**src/rtl/rom_read_arbiter_if.sv**
```systemverilog
// Client/ROM-side bundle for rom_read_arbiter: two burst request ports, the ROM pins and FSM debug state.
// Handshake: reqN is a level held by the client; ackN pulses for one cycle, and addrN/lenN are sampled at the end of that cycle.
interface rom_read_arbiter_if #(
  parameter int AW = 5,
  parameter int DW = 8
);
  logic          req0;
  logic          req1;
  logic [AW-1:0] addr0;
  logic [AW-1:0] addr1;
  logic [AW-1:0] len0;
  logic [AW-1:0] len1;
  logic          ack0;
  logic          ack1;
  logic          rvalid0;
  logic          rvalid1;
  logic [DW-1:0] rdata0;
  logic [DW-1:0] rdata1;
  logic          done0;
  logic          done1;
  logic          rom_oe;
  logic [AW-1:0] rom_add;
  logic [DW-1:0] rom_op;
  logic [1:0]    fsm_state;

  modport slave (
    input  req0, req1, addr0, addr1, len0, len1, rom_op,
    output ack0, ack1, rvalid0, rvalid1, rdata0, rdata1, done0, done1,
           rom_oe, rom_add, fsm_state
  );

  modport master (
    output req0, req1, addr0, addr1, len0, len1, rom_op,
    input  ack0, ack1, rvalid0, rvalid1, rdata0, rdata1, done0, done1,
           rom_oe, rom_add, fsm_state
  );
endinterface

```
**src/rtl/rom_read_arbiter.sv**
```systemverilog
// Round-robin arbiter and burst sequencer sharing one synchronous-read ROM between two clients.
// One word is issued per cycle; data returns the following cycle to the owning client only.
module rom_read_arbiter #(
  parameter int AW = 5,
  parameter int DW = 8
) (
  input  logic               clk,
  input  logic               rst_n,
  rom_read_arbiter_if.slave  bus
);
  typedef enum logic [1:0] {
    IDLE  = 2'd0,
    ISSUE = 2'd1,
    DRAIN = 2'd2
  } state_t;

  state_t        state;
  logic          ptr;
  logic          owner;
  logic [AW-1:0] cnt;
  logic [AW-1:0] add_q;
  logic          oe_q;
  logic          rv0_q;
  logic          rv1_q;
  logic          dn0_q;
  logic          dn1_q;
  logic          grant_any;
  logic          grant_side;

  // When both request, the pointer picks; otherwise whichever is high wins.
  always_comb begin
    grant_any  = bus.req0 | bus.req1;
    grant_side = 1'b0;
    if (bus.req0 && bus.req1) grant_side = ptr;
    else                      grant_side = bus.req1;
  end

  // ack is decided in the IDLE cycle itself so the next grant can land right after DRAIN.
  assign bus.ack0 = (state == IDLE) && grant_any && !grant_side;
  assign bus.ack1 = (state == IDLE) && grant_any &&  grant_side;

  always_ff @(posedge clk or negedge rst_n) begin
    if (!rst_n) begin
      state <= IDLE;
      ptr   <= 1'b0;
      owner <= 1'b0;
      cnt   <= '0;
      add_q <= '0;
      oe_q  <= 1'b0;
      rv0_q <= 1'b0;
      rv1_q <= 1'b0;
      dn0_q <= 1'b0;
      dn1_q <= 1'b0;
    end else begin
      rv0_q <= (state == ISSUE) && !owner;
      rv1_q <= (state == ISSUE) &&  owner;
      dn0_q <= (state == ISSUE) && !owner && (cnt == '0);
      dn1_q <= (state == ISSUE) &&  owner && (cnt == '0);
      case (state)
        IDLE: begin
          if (grant_any) begin
            owner <= grant_side;
            ptr   <= ~grant_side;
            add_q <= grant_side ? bus.addr1 : bus.addr0;
            cnt   <= grant_side ? bus.len1  : bus.len0;
            oe_q  <= 1'b1;
            state <= ISSUE;
          end
        end
        ISSUE: begin
          if (cnt == '0) begin
            oe_q  <= 1'b0;
            state <= DRAIN;
          end else begin
            add_q <= add_q + AW'(1);
            cnt   <= cnt - AW'(1);
          end
        end
        DRAIN: begin
          state <= IDLE;
        end
        default: begin
          oe_q  <= 1'b0;
          state <= IDLE;
        end
      endcase
    end
  end

  assign bus.rom_oe    = oe_q;
  assign bus.rom_add   = add_q;
  assign bus.rvalid0   = rv0_q;
  assign bus.rvalid1   = rv1_q;
  assign bus.done0     = dn0_q;
  assign bus.done1     = dn1_q;
  assign bus.rdata0    = rv0_q ? bus.rom_op : {DW{1'b0}};
  assign bus.rdata1    = rv1_q ? bus.rom_op : {DW{1'b0}};
  assign bus.fsm_state = state;
endmodule

```
**src/flat_wrapper.sv**
```systemverilog
// flat-port wrapper written by rule: the top's interface ports become plain ports
module rom_read_arbiter_flat 
#(
  parameter int AW = 5,
  parameter int DW = 8
)
  (clk, rst_n, bus_req0, bus_req1, bus_addr0, bus_addr1, bus_len0, bus_len1, bus_rom_op, bus_ack0, bus_ack1, bus_rvalid0, bus_rvalid1, bus_rdata0, bus_rdata1, bus_done0, bus_done1, bus_rom_oe, bus_rom_add, bus_fsm_state);
  rom_read_arbiter_if #(.AW(AW), .DW(DW)) bus_i ();
  input  logic clk;
  input  logic rst_n;
  input wire logic [$bits(bus_i.req0)-1:0] bus_req0;
  input wire logic [$bits(bus_i.req1)-1:0] bus_req1;
  input wire logic [$bits(bus_i.addr0)-1:0] bus_addr0;
  input wire logic [$bits(bus_i.addr1)-1:0] bus_addr1;
  input wire logic [$bits(bus_i.len0)-1:0] bus_len0;
  input wire logic [$bits(bus_i.len1)-1:0] bus_len1;
  input wire logic [$bits(bus_i.rom_op)-1:0] bus_rom_op;
  output wire logic [$bits(bus_i.ack0)-1:0] bus_ack0;
  output wire logic [$bits(bus_i.ack1)-1:0] bus_ack1;
  output wire logic [$bits(bus_i.rvalid0)-1:0] bus_rvalid0;
  output wire logic [$bits(bus_i.rvalid1)-1:0] bus_rvalid1;
  output wire logic [$bits(bus_i.rdata0)-1:0] bus_rdata0;
  output wire logic [$bits(bus_i.rdata1)-1:0] bus_rdata1;
  output wire logic [$bits(bus_i.done0)-1:0] bus_done0;
  output wire logic [$bits(bus_i.done1)-1:0] bus_done1;
  output wire logic [$bits(bus_i.rom_oe)-1:0] bus_rom_oe;
  output wire logic [$bits(bus_i.rom_add)-1:0] bus_rom_add;
  output wire logic [$bits(bus_i.fsm_state)-1:0] bus_fsm_state;
  assign bus_i.req0 = bus_req0;
  assign bus_i.req1 = bus_req1;
  assign bus_i.addr0 = bus_addr0;
  assign bus_i.addr1 = bus_addr1;
  assign bus_i.len0 = bus_len0;
  assign bus_i.len1 = bus_len1;
  assign bus_i.rom_op = bus_rom_op;
  assign bus_ack0 = bus_i.ack0;
  assign bus_ack1 = bus_i.ack1;
  assign bus_rvalid0 = bus_i.rvalid0;
  assign bus_rvalid1 = bus_i.rvalid1;
  assign bus_rdata0 = bus_i.rdata0;
  assign bus_rdata1 = bus_i.rdata1;
  assign bus_done0 = bus_i.done0;
  assign bus_done1 = bus_i.done1;
  assign bus_rom_oe = bus_i.rom_oe;
  assign bus_rom_add = bus_i.rom_add;
  assign bus_fsm_state = bus_i.fsm_state;
  rom_read_arbiter #(.AW(AW), .DW(DW)) u_core (.clk(clk), .rst_n(rst_n), .bus(bus_i));
endmodule
```
**config.mk**
```make
export PLATFORM = sky130hd
export DESIGN_NAME = rom_read_arbiter_flat
export DESIGN_NICKNAME = d
export VERILOG_FILES = /design/src/rtl/rom_read_arbiter_if.sv /design/src/rtl/rom_read_arbiter.sv /design/src/flat_wrapper.sv
export SDC_FILE = /design/constraint.sdc
export NUM_CORES = 1
export LEC_CHECK = 0
export CORE_ASPECT_RATIO = 2
export CORE_MARGIN = 1.5
export CORE_UTILIZATION = 39
export DETAILED_ROUTE_END_ITERATION = 10
export PLACE_DENSITY = 0.76
export SLEW_MARGIN = 15
export SYNTH_ARGS = -nofsm -noshare
export SYNTH_HDL_FRONTEND = slang
export SYNTH_SLANG_ARGS = --single-unit
export TNS_END_PERCENT = 1
```
**constraint.sdc**
```tcl
create_clock -name clk -period 1.7 [get_ports clk]
set_input_delay 0.34 -clock clk [delete_from_list [all_inputs] [get_ports clk]]
set_output_delay 0.34 -clock clk [all_outputs]
set_load 0.03 [all_outputs]
```
==> flow_metrics.tcl, run 1 <==
set metrics [dict create \
    synth-edff-count 0 \
    die_w_um 41.6 \
    ios 62 \
    diodes 0 \
    slew-limit-headroom_pct 74.0 \
    cts.sinks 19 \
    synthArstFlopShare_pct 100 \
    synth_compound_area_share_pct 16.9 \
    clkLatencyLatePin_ps 250 \
    antenna_found_initial 0 \
    period_minus_slack_ps 1770 \
    postSynthCellCount 126 \
    hold_path_class "input pin to asynchronous set/reset pin" \
    post_synth_num_cell_types 39 \
    ant_nets 0 \
    rr_startpoint "u_core.cnt[0]" \
    dp_hpwl_um 2860 \
    synth_seq_cells 19 \
    r2r_cells 6 \
    drive_gt1_share_pct 24.9 \
    fp.dieH_um 80.3 \
    layout_worst_path_cycle_share_pct 104 \
    clock_path_buffers 2 \
    synth_mux_area_share_pct 4.30 \
    p_comb_share_pct 64.4 \
    wl_per_cell_um 15.1 \
    grt_pass1_wl_um 5700 \
    place_ws_ps -120 \
    hold_viol_final 0 \
    tightest_slew_ps 390 \
    drc_errors 0 \
    max_stage_delay_ps 480 \
    start_kind "input pin" \
    fmax_ghz 0.563 \
    cts_tree "done" \
    via_count 1217 \
    p_per_area_mw_per_mm2 1710 \
    cts_buffers 3 \
    overflow 0 \
    p_leak_nw 0.931 \
    root_buffer "clkbuf_8" \
    synth_top_family_by_area "simple AND/OR/NAND/NOR gates" \
    area_growth_pct 67.8 \
    vias_per_cell 5.20 \
    cp.arrival_ps 1430 \
    synthAdderAreaFrac_pct 2.15 \
    p_int_mw 1.79 \
    dpl_cell_area_sq_mm 0.00189 \
    area.sequential_sq_um 475 \
    drtPass1Iterations 4 \
    run_status "complete, but fails checks" \
    setup_violations 2 \
    cp_num_buf_inv 2 \
    postCtsHoldBufs 0 \
    cts_max_level 1 \
    setup_slack_ps -74.9 \
    peakVddDrop_mv 0.968 \
    ys_seq_area_share_pct 40.8 \
    cp.required_ps 1360 \
    wl_um 3530 \
    drv_slew 0 \
    synth-xor-area-share_pct 2.26 \
    p_clk_share_pct 9.3 \
    drt_iter0_markers 30 \
    syn_avg_cell_area_sq_um 9.24 \
    slowest_stage "clkdlybuf4s50_1" \
    skew_ps 6.64 \
    rsz0062_at_grt "true" \
    gp_congestion 0.831 \
    clk_pin_slew_ps 70 \
    post-cts-setup-buffers 0 \
    rows 27 \
    grt_max_degree 20 \
    grt_pass1_vias 1261 \
    ys.flop_type "dfrtp_1" \
    crit_family "buffers and inverters" \
    violations "setup timing" \
    die-area_sq_mm 0.00334 \
    port_buffers 61 \
    rrSetupSlack_ps 60 \
    switching_share_pct 46.5 \
    cap_violations 0 \
    multi_input_area_sq_um 676 \
    syn_nets 160 \
    syn_area_sq_mm 0.00116 \
    reg2reg_to "u_core.bus.rom_add[2]" \
    path_cells "clkdlybuf4s50_1 -> nor2_1 -> or2_4 -> a21oi_4 -> buf_6" \
    floorplan.initialDensity_pct 41.5 \
    final_nets 240 \
    p_sw_mw 1.55 \
    synthSimpleGateAreaFrac_pct 30.0 \
    seqPwrFrac_pct 26.3 \
    grtUsageTotal_pct 22.2 \
    core_sq_mm 0.00280 \
    cp_max_fo 4 \
    power.total_mw 3.34 \
    path_class "input pin to primary output" \
    post-route-cell-area_sq_mm 0.00195 \
    end_kind "primary output" \
    synth_warnings 0 \
    fillers 246 \
    layout_common_cells "clkdlybuf4s50_1 (34), buf_4 (34), dfrtp_1 (19), and2_1 (18), nor2_1 (14)" \
]
-- Yosys cell counts (all sizes together) (3+ instances only) --
| cell | instances | share of area [%] |
|---|---|---|
| and2 | 18 | 9.7 |
| inv | 4 | 1.5 |
| buf | 3 | 1.8 |
| dfrtp | 19 | 41 |
| o31ai | 5 | 4.5 |
| mux2i | 5 | 4.3 |
| and3 | 4 | 2.1 |
| o21ai | 6 | 2.6 |
| a211oi | 3 | 1.9 |
| nand2 | 12 | 4.1 |
| nor2 | 15 | 4.8 |
| a21oi | 4 | 1.7 |
| nand3 | 3 | 1.3 |
-- cell families (layout without fill, tap and decap cells) --
family / after synthesis / count (layout)
mux: 5 / 5
compound gates: 26 / 26
buf+inv: 8 / 87
fa+ha+maj: 2 / 2
flops: 19 / 19
simple gates: 63 / 63
xor+xnor: 3 / 3
-- flip-flops by register name, indices dropped and copies added, names as in the netlist --
register              count
u_core.bus.done0          1
u_core.bus.done1          1
u_core.bus.fsm_state      2
u_core.bus.rom_add        5
u_core.bus.rom_oe         1
u_core.bus.rvalid0        1
u_core.bus.rvalid1        1
u_core.cnt                5
u_core.owner              1
u_core.ptr                1
-- timing repair --
action	in CTS	in global routing
resized for setup	10	5
pin swaps	3	0
endpoints found under the setup margin	8	5
-- power by group through the flow --
stage	logic, mW	registers, mW	clock network (mW)
after floorplan	1.14	1.06	0
after global placement	2.10	0.871	0
after detailed placement	2.16	0.882	0
after CTS	2.14	0.876	0.317
after global routing	2.32	0.910	0.338
final	2.15	0.879	0.312
-- worst max-delay path by stage --
stage	depth (start not counted)	startpoint	slack, ps	endpoint
4_1_cts	4	u_core.bus.fsm_state[0]	-70	bus_ack0
3_5_place_dp	5	bus_req0	-120	bus_ack1
3_3_place_gp	5	bus_req1	-110	bus_ack1
2_1_floorplan	3	u_core.bus.fsm_state[0]	-70	bus_ack0
6_report	5	bus_req1	-70	bus_ack0
5_1_grt	4	u_core.bus.fsm_state[0]	-130	bus_ack0
-- per-layer routing --
| metal | up-vias | track usage (%) | wire [um] |
|---|---|---|---|
| met5 | - | 0 | 0 |
| met4 | 0 | 9.68 | 42 |
| met3 | 4 | 2.92 | 227 |
| met2 | 60 | 43.9 | 2130 |
| met1 | 556 | 21.9 | 1130 |
| li1 | 597 | - | - |
-- cell type report --
cell class / count / area share [%]
clock buffers: 4 / 2.30
inverters: 4 / 0.896
multi-input cells: 99 / 34.6
flip-flops and latches: 19 / 24.3
well taps: 29 / 1.86
repair buffers: 79 / 36.0
-- through the flow --
stage          std cells  util (%)  TNS [ps]  hold slack [ps]
6_report             234      69.7      -123              424
5_1_grt              234      69.7      -243              450
3_5_place_dp         230      67.3      -789              467
2_1_floorplan        126         -     -66.0             44.4
4_1_cts              234      69.0      -122              432
3_3_place_gp         230      67.3      -506              466
-- worst reg2reg max path, stage by stage (launching register included) --
cell,delay (ps)
dfrtp_1,390
inv_1,80
ha_2,210
nor4b_4,140
buf_4,150
or4b_1,500
o211ai_1,110
(Power assumes the default switching activity.)
==> inputs of run 2 (changes only) <==
--- a/config.mk
+++ b/config.mk
@@ -5,10 +5,12 @@
 export SDC_FILE = /design/constraint.sdc
 export NUM_CORES = 1
 export LEC_CHECK = 0
+export ABC_CLOCK_PERIOD_IN_PS = 1700
 export CORE_ASPECT_RATIO = 2
 export CORE_MARGIN = 1.5
 export CORE_UTILIZATION = 39
 export DETAILED_ROUTE_END_ITERATION = 10
+export HOLD_SLACK_MARGIN = 0.08
 export PLACE_DENSITY = 0.76
 export SLEW_MARGIN = 15
 export SYNTH_ARGS = -nofsm -noshare
==> results of run 2 <==
Final layout, timing and power as in run 1 (identical DEF).
==> inputs of run 3 (changes only) <==
--- a/config.mk
+++ b/config.mk
@@ -5,13 +5,12 @@
 export SDC_FILE = /design/constraint.sdc
 export NUM_CORES = 1
 export LEC_CHECK = 0
-export ABC_CLOCK_PERIOD_IN_PS = 1700
 export CORE_ASPECT_RATIO = 2
 export CORE_MARGIN = 1.5
-export CORE_UTILIZATION = 39
+export CORE_UTILIZATION = 42
 export DETAILED_ROUTE_END_ITERATION = 10
 export HOLD_SLACK_MARGIN = 0.08
-export PLACE_DENSITY = 0.76
+export PLACE_DENSITY = 0.81
 export SLEW_MARGIN = 15
 export SYNTH_ARGS = -nofsm -noshare
 export SYNTH_HDL_FRONTEND = slang
==> constraint.sdc (replaced) <==
create_clock -name clk -period 2.2 [get_ports clk]
set_input_delay 0.44 -clock clk [delete_from_list [all_inputs] [get_ports clk]]
set_output_delay 0.44 -clock clk [all_outputs]
set_load 0.03 [all_outputs]
==> run 3 against run 2 <==
  * Sequential share of layout area is 1.0 points higher
  * Cell count is 6.0% lower
  * Die area is 6.8% lower
  * First-iteration DRC count is 73% higher
  * Cell area is 4.1% lower
  * Routed wire length is 4.5% lower
  * The run now ends clean
  * Non-clock buffer count is 13 lower
  * Critical path depth is 2 lower
  * Clock power is 18% lower
  * Via count is 2.0% lower
  * Combinational power is 27% lower
==> flow_metrics.tcl, run 3 (synthesis results as in run 1) <==
set metrics [dict create \
    run_status "finished clean" \
    p_sw_mw 1.17 \
    cts.sinks 19 \
    crit_path_frequent_cell "clkdlybuf4s50_1" \
    crit_family "buffers and inverters" \
    skew_ps 6.35 \
    switching_share_pct 46.6 \
    layout_commonest_cell "clkdlybuf4s50_1" \
    p_leak_nw 0.845 \
    peakVddDrop_mv 1.01 \
    layout_common_cells "clkdlybuf4s50_1 (56), dfrtp_1 (19), and2_1 (18), nor2_1 (15), nand2_1 (11)" \
    wl_um 3370 \
    drv_slew 0 \
    grtUsageTotal_pct 24.8 \
    hold_viol_final 0 \
    grt_pass1_vias 1170 \
    vias_per_cell 5.42 \
    dp_hpwl_um 2730 \
    tightest_slew_ps 432 \
    post-cts-setup-buffers 0 \
    fp.dieH_um 77.5 \
    drt_iter0_markers 52 \
    clk_pin_slew_ps 80 \
    hold_path_class "flip-flop to flip-flop" \
    ios 62 \
    start_kind "input pin" \
    ant_nets 0 \
    port_buffers 61 \
    cap_violations 0 \
    rsz0062_at_grt "false" \
    cp.arrival_ps 1740 \
    cts_buffers 3 \
    rows 26 \
    drc_errors 0 \
    postCtsHoldBufs 0 \
    via_count 1193 \
    drive_gt1_share_pct 9.90 \
    slew-limit-headroom_pct 71.2 \
    cp.required_ps 1760 \
    hold_slack_ps 498 \
    path_cells "clkdlybuf4s50_1 -> and2_1 -> clkdlybuf4s50_1" \
    dp.cells 216 \
    setup_tns_ps 0 \
    cp_num_buf_inv 2 \
    layout_worst_path_cycle_share_pct 99.2 \
    drtPass1Iterations 4 \
    die-area_sq_mm 0.00312 \
    cp_max_fo 2 \
    wl_per_cell_um 15.3 \
    p_int_mw 1.34 \
    period_minus_slack_ps 2180 \
    clkLatencyLatePin_ps 260 \
    diodes 0 \
    floorplan.initialDensity_pct 44.8 \
    area_growth_pct 60.9 \
    stdcell_count 220 \
    cts_tree "done" \
    core_sq_mm 0.00260 \
    die_w_um 40.2 \
    setup_violations 0 \
    max_stage_delay_ps 660 \
    final_nets 227 \
    end_kind "primary output" \
    antenna_found_initial 0 \
    seqPwrFrac_pct 27.6 \
    gp_congestion 0.812 \
    grt_max_degree 20 \
    p_per_area_mw_per_mm2 1340 \
    root_buffer "clkbuf_8" \
    fmax_ghz 0.458 \
    cts_max_level 1 \
    clock_path_buffers 2 \
    path_class "input pin to primary output" \
    grt_pass1_wl_um 5400 \
    overflow 0 \
    p_comb_share_pct 62.3 \
    slowest_stage "clkdlybuf4s50_1" \
    p_clk_share_pct 10.2 \
]
run 3: final timing paths:
check	startpoint	to	slack (ps)	cells past startpoint
worst max-delay path	bus_rom_op[5]	bus_rdata0[5]	20	3
worst min-delay path	u_core.owner	u_core.bus.done0	500	1
worst max register to register	u_core.cnt[0]	u_core.bus.rom_add[0]	350	7
worst min register to register	u_core.owner	u_core.bus.done0	500	1
max in group asynchronous	rst_n	u_core.bus.rom_add[2]	1480	2
min in group asynchronous	rst_n	u_core.cnt[3]	510	2
run 3: routing by layer:
layer / global-route usage [%] / share of wire [%] / vias to the layer above
met2: 46.9 / 61 / 57
met5: 0 / 0 / -
met3: 3.14 / 6.7 / 8
li1: - / - / 568
met4: 9.67 / 2.0 / 0
met1: 23.9 / 30 / 560
run 3: cell type report:
cell class | count | area (sq um)
inverters | 4 | 17.5
repair buffers | 66 | 651
flip-flops and latches | 19 | 475
clock inverters | 1 | 7.51
fillers | 195 | 728
clock buffers | 3 | 41.3
multi-input cells | 99 | 647
well taps | 28 | 35.0
run 3: per-stage QoR:
stage | setup slack [ps] | area [sq um] | util (%) | total power [mW]
6_report | 18.2 | 1870 | 72.0 | 2.51
5_1_grt | 1.02 | 1870 | 72.0 | 2.68
4_1_cts | 18.2 | 1870 | 71.7 | 2.52
3_5_place_dp | 13.7 | 1820 | 69.9 | 2.27
3_3_place_gp | 32.5 | 1820 | 69.9 | 2.20
2_1_floorplan | 190 | 1160 | - | 1.70
run 3: timing repair:
| action | 4_1_cts | 5_1_grt |
|---|---|---|
| hold endpoints to repair | 0 | 0 |
| gates resized for setup | 0 | 3 |
| endpoints found under the setup margin | 0 | 3 |
run 3: power by group through the flow:
stage | Clock (mW) | Sequential, mW | Combinational [mW]
2_1_floorplan | 0 | 0.822 | 0.875
3_3_place_gp | 0 | 0.682 | 1.52
3_5_place_dp | 0 | 0.695 | 1.57
4_1_cts | 0.257 | 0.690 | 1.58
5_1_grt | 0.278 | 0.716 | 1.68
6_report | 0.255 | 0.693 | 1.57
